<file path="config.mk">
export PLATFORM = sky130hd
export DESIGN_NAME = mem_stream_reader
export DESIGN_NICKNAME = d
export VERILOG_FILES = /design/src/rtl/mem_stream_reader.sv
export SDC_FILE = /design/constraint.sdc
export NUM_CORES = 1
export LEC_CHECK = 0
export ABC_AREA = 0
export BUFFER_PORTS_ARGS = -buffer_cell sky130_fd_sc_hd__buf_4
export CAP_MARGIN = 20
export CORE_MARGIN = 10
export CORE_UTILIZATION = 51
export CTS_CLUSTER_DIAMETER = 150
export DETAILED_ROUTE_END_ITERATION = 6
export PLACE_DENSITY_LB_ADDON = 0.12
export REMOVE_ABC_BUFFERS = 1
export SLEW_MARGIN = 20
export SYNTH_ARGS = -nofsm -noshare
export SYNTH_HDL_FRONTEND = slang
export SYNTH_SLANG_ARGS = --single-unit
</file>
<file path="constraint.sdc">
create_clock -name clk -period 2.5 [get_ports clk]
set_input_delay 0.375 -clock clk [delete_from_list [all_inputs] [get_ports clk]]
set_output_delay 0.375 -clock clk [all_outputs]
set_load 0.02 [all_outputs]
</file>
<file path="src/rtl/mem_stream_reader.sv">
// Streams one DEPTH-byte message out of a synchronous-read memory through a
// 2-entry skid FIFO with valid/ready handshake and a running byte sum.
module mem_stream_reader #(
   parameter int unsigned DEPTH  = 512,
   parameter int unsigned ADDR_W = 9,
   parameter int unsigned SUM_W  = 13
) (
   input  logic              clk,
   input  logic              reset,
   input  logic              start,
   output logic              re,
   output logic [ADDR_W-1:0] indirizzo_read,
   input  logic [7:0]        mem_data,
   output logic              out_valid,
   input  logic              out_ready,
   output logic [7:0]        out_data,
   output logic              out_last,
   output logic              busy,
   output logic              fine,
   output logic [SUM_W-1:0]  somma
);

   localparam logic [ADDR_W-1:0] LAST_ADDR = ADDR_W'(DEPTH - 1);

   typedef enum logic [1:0] {IDLE, READ, DRAIN, DONE} state_t;

   state_t            state;
   logic [ADDR_W-1:0] addr;
   logic              rd_pend;
   logic              rd_pend_last;
   logic [7:0]        fifo_data [2];
   logic              fifo_last [2];
   logic              wr_ptr;
   logic              rd_ptr;
   logic [1:0]        count;
   logic [1:0]        credit;
   logic              push;
   logic              pop;

   assign push           = rd_pend;
   assign pop            = out_valid & out_ready;
   assign out_valid      = (count != 2'd0);
   assign out_data       = fifo_data[rd_ptr];
   assign out_last       = fifo_last[rd_ptr];
   assign busy           = (state != IDLE);
   assign fine           = (state == DONE);
   assign indirizzo_read = addr;

   // A new read is allowed only if, after this cycle's pop, buffered plus
   // in-flight bytes leave room for it; using the pop keeps 1 byte/cycle.
   always_comb begin
      credit = count + 2'(rd_pend) - 2'(pop);
      re     = (state == READ) && (credit < 2'd2);
   end

   always_ff @(posedge clk or negedge reset) begin
      if (!reset) begin
         state        <= IDLE;
         addr         <= '0;
         rd_pend      <= 1'b0;
         rd_pend_last <= 1'b0;
         fifo_data[0] <= '0;
         fifo_data[1] <= '0;
         fifo_last[0] <= 1'b0;
         fifo_last[1] <= 1'b0;
         wr_ptr       <= 1'b0;
         rd_ptr       <= 1'b0;
         count        <= '0;
         somma        <= '0;
      end else begin
         rd_pend      <= re;
         rd_pend_last <= re && (addr == LAST_ADDR);

         if (push) begin
            fifo_data[wr_ptr] <= mem_data;
            fifo_last[wr_ptr] <= rd_pend_last;
            wr_ptr            <= ~wr_ptr;
         end
         if (pop) begin
            rd_ptr <= ~rd_ptr;
            somma  <= somma + SUM_W'(out_data);
         end
         count <= count + 2'(push) - 2'(pop);

         case (state)
            IDLE: begin
               if (start) begin
                  state <= READ;
                  addr  <= '0;
                  somma <= '0;
               end
            end
            READ: begin
               if (re) begin
                  if (addr == LAST_ADDR) state <= DRAIN;
                  else                   addr  <= addr + ADDR_W'(1);
               end
            end
            DRAIN: begin
               if (pop && out_last) state <= DONE;
            end
            DONE:    state <= IDLE;
            default: state <= IDLE;
         endcase
      end
   end

endmodule

</file>
==> impl_metrics.py <==
metrics = {
    "critical_path": {
        "crit_chain": "or2_4 > nand2_4 > inv_4 > ha_4 > inv_2 > ha_4 > xnor3_2 > inv_2 > nor2_4 > buf_6",
        "arrival_ns": 2.08,
        "cp_top_family": "simple AND/OR/NAND/NOR gates",
        "end_kind": "output port",
        "cp_max_fo": 3,
        "cp.buffers_inverters": 4,
        "cp.required_ns": 2.12,
        "crit_path_max_incr_delay_ns": 0.39,
        "slowest_stage": "dfrtp_1",
        "crit_type": "register to output port",
        "startpoint_type": "register",
    },
    "floorplanning": {
        "initial_utilization_pct": 53.1,
        "die_x_um": 93.1,
        "coreArea_mm2": 0.00514,
        "rows": 26,
        "fp.dieArea_mm2": 0.00867,
        "ioPinCount": 47,
        "die_y_um": 93.1,
    },
    "synthesis": {
        "synthCells": 254,
        "synthFlopType": "dfrtp_1",
        "netlist.area_leader.share_pct": 44.0,
        "synth_cell_types": 47,
        "synth_area_leader_cell": "dfrtp_1",
        "synth_warnings": 0,
        "synth.area.top_cells": "dfrtp_1 (44%), mux2_2 (11%), ha_1 (7.8%)",
        "ys_async_sr_fraction_pct": 100,
        "yosysSeqAreaShare_pct": 44.0,
        "synth_edf_count": 0,
        "syn_avg_cell_area_um2": 10.7,
        "syn_area_mm2": 0.00273,
        "yosys_register_bits": 48,
    },
    "placement": {
        "dpl.cell_count": 373,
        "gp_congestion": 0.883,
        "hpwl_um": 4550,
        "port_buffers": 46,
        "dp_slack_ns": -0.0465,
    },
    "detailed_routing": {
        "vias_per_cell": 5.53,
        "ant_nets": 0,
        "drtIter0Drc": 79,
        "avgRoutedWirePerCell_um": 15.9,
        "drtPass1Iterations": 4,
        "vias": 2142,
        "drt-total-wl_um": 6150,
        "remaining_drc_errors": 0,
    },
    "layout": {
        "drive_above_1_share_pct": 36.0,
        "nets": 346,
        "nFillCells": 438,
        "mostFrequentLayoutCells": "buf_4 (60), dfrtp_1 (47), mux2_2 (27)",
        "layout.cells.non_filler": 387,
        "diodes": 0,
        "final_common_cell": "buf_4",
        "syn2layout_area_growth_pct": 24.2,
    },
    "sta": {
        "slew_viol_final": 0,
        "maxSlewHeadroom_pct": 59.3,
        "final-hold-violation-count": 0,
        "finalCriticalPeriod_ns": 2.45,
        "fin_ws_ns": 0.0491,
        "period_share_pct": 98.0,
        "finClkSkew_ns": 0.0132,
        "tightest_slew_ns": 0.611,
        "hold_ws_ns": 0.0816,
        "fmax_ghz": 0.408,
        "setup_viol": 0,
        "rsz0062_at_grt": "yes",
    },
    "clock_network": {
        "clockBufferDepth": 2,
        "clk_pin_slew_ns": 0.09,
        "clk_latency_ns": 0.31,
        "cts_buffers": 5,
        "cts_root_buffer": "clkbuf_8",
        "cts_sinks": 48,
        "cts_tree": "built",
        "h-tree-depth": 2,
    },
    "status": {
        "status": "complete, no violations",
    },
    "global_routing": {
        "grt_pass1_vias": 2197,
        "grt_max_degree": 49,
        "grt_antenna_before_repair": 0,
        "grt.overflow.total": 0,
        "grt_usage_pct": 14.4,
        "grt_pass1_wl_um": 10300,
    },
    "power_and_ir_drop": {
        "leakagePower_uw": 0.00157,
        "power.density_mw_per_mm2": 1600,
        "peakVddDrop_mv": 1.04,
    },
    "job": {
        "cap_violations": 0,
    },
    "hold_path": {
        "min_path_type": "input pin to asynchronous set/reset pin",
    },
}
-- final cells by class --
cell class	count	area, um^2	share of cell area [%]
inverter	15	58.8	1.74
clock buffer	7	76.3	2.25
tap	70	87.6	2.58
clock inverter	1	8.76	0.258
sequential	48	1200	35.5
multi-input combinational	185	1490	44.1
timing repair buffer	61	462	13.6
-- through the flow --
| stage | power (uW) | utilization [%] | area [um^2] | setup TNS, ns |
|---|---|---|---|---|
| after floorplan | 3540 | - | 2680 | -0.927 |
| after global placement | 4600 | 61.9 | 3180 | 0 |
| after detailed placement | 4650 | 61.9 | 3180 | -0.169 |
| after CTS | 5210 | 63.9 | 3280 | -0.0111 |
| after global routing | 5920 | 65.9 | 3390 | -0.0359 |
| final | 5410 | 65.9 | 3390 | 0 |
-- logic make-up after synthesis --
group / Yosys count / synth area share [%]
fa+ha+maj: 18 / 8.53
flops: 48 / 44.0
buf+inv: 21 / 3.81
simple gates: 71 / 13.2
xor+xnor: 5 / 2.16
mux: 35 / 14.1
compound gates: 56 / 14.2
-- worst paths after layout --
path                                     from                        to  slack, ns  depth (start not counted)
max                        count[0]$_DFF_PN0_                        re       0.05                         10
min                                     reset  fifo_data[7]$_DFFE_PN0P_       0.08                          1
max reg2reg                count[0]$_DFF_PN0_      state[1]$_DFFE_PN0P_       0.12                         11
min reg2reg                wr_ptr$_DFFE_PN0P_        wr_ptr$_DFFE_PN0P_       0.50                          1
max in group asynchronous               reset        rd_ptr$_DFFE_PN0N_       1.98                          1
min in group clk                  mem_data[0]  fifo_data[0]$_DFFE_PN0P_       0.31                          2
-- where the power goes --
| part | switching [uW] | leakage, uW | internal [uW] |
|---|---|---|---|
| logic | 1840 | 0.000946 | 1710 |
| registers | 284 | 0.000581 | 1120 |
| clock network | 257 | 0.0000424 | 200 |
| total | 2380 | 0.00157 | 3040 |
-- synthesized netlist by cell type, types with 2 or more instances --
library cell and number:
o2111ai_1 3, nor2_1 10, clkbuf_1 2, and3_1 2, mux2_2 27, xnor2_1 2, or4_1 4, mux2i_1 8
a21o_1 2, o31ai_1 4, o311ai_0 4, dfrtp_1 48, xor2_1 2, inv_1 15, nand4_1 3, a21oi_1 13
ha_1 17, o211ai_1 2, nand3_1 6, and2_1 2, o21a_1 2, o21ai_0 12, a211oi_1 5, or2_2 5
nand2b_1 8, nor3_1 4, nand2_1 22
-- registers in the layout, summed over array words and instances (netlist names), 2 cells and up --
name,cells
state,2
somma,13
count,2
indirizzo_read,9
fifo_last,2
fifo_data,16
-- what timing repair did --
action / CTS / global route
hold buffers: 0 / 0
setup endpoints to repair: 8 / 13
gates resized for setup: 6 / 14
pin swaps: 0 / 5
setup buffers: 1 / 5
endpoints found under the hold margin: 0 / 0
-- worst register-to-register path, stage by stage, from the launching register on --
cell     delay, ns
dfrtp_1       0.39
or2_4         0.27
nand2_4       0.08
inv_4         0.04
ha_4          0.25
inv_2         0.04
ha_4          0.14
xnor3_2       0.26
buf_4         0.16
o21ai_2       0.13
a221o_1       0.18
mux2_2        0.34
-- layer usage --
metal / vias up / track usage [%] / wire, um
li1: 1049 / - / -
met1: 1039 / 16.9 / 2620
met2: 45 / 24.6 / 3070
met3: 9 / 4.40 / 374
met4: 0 / 4.63 / 83
met5: - / 0 / 0
Note: power is estimated with default switching activity, not from simulation.
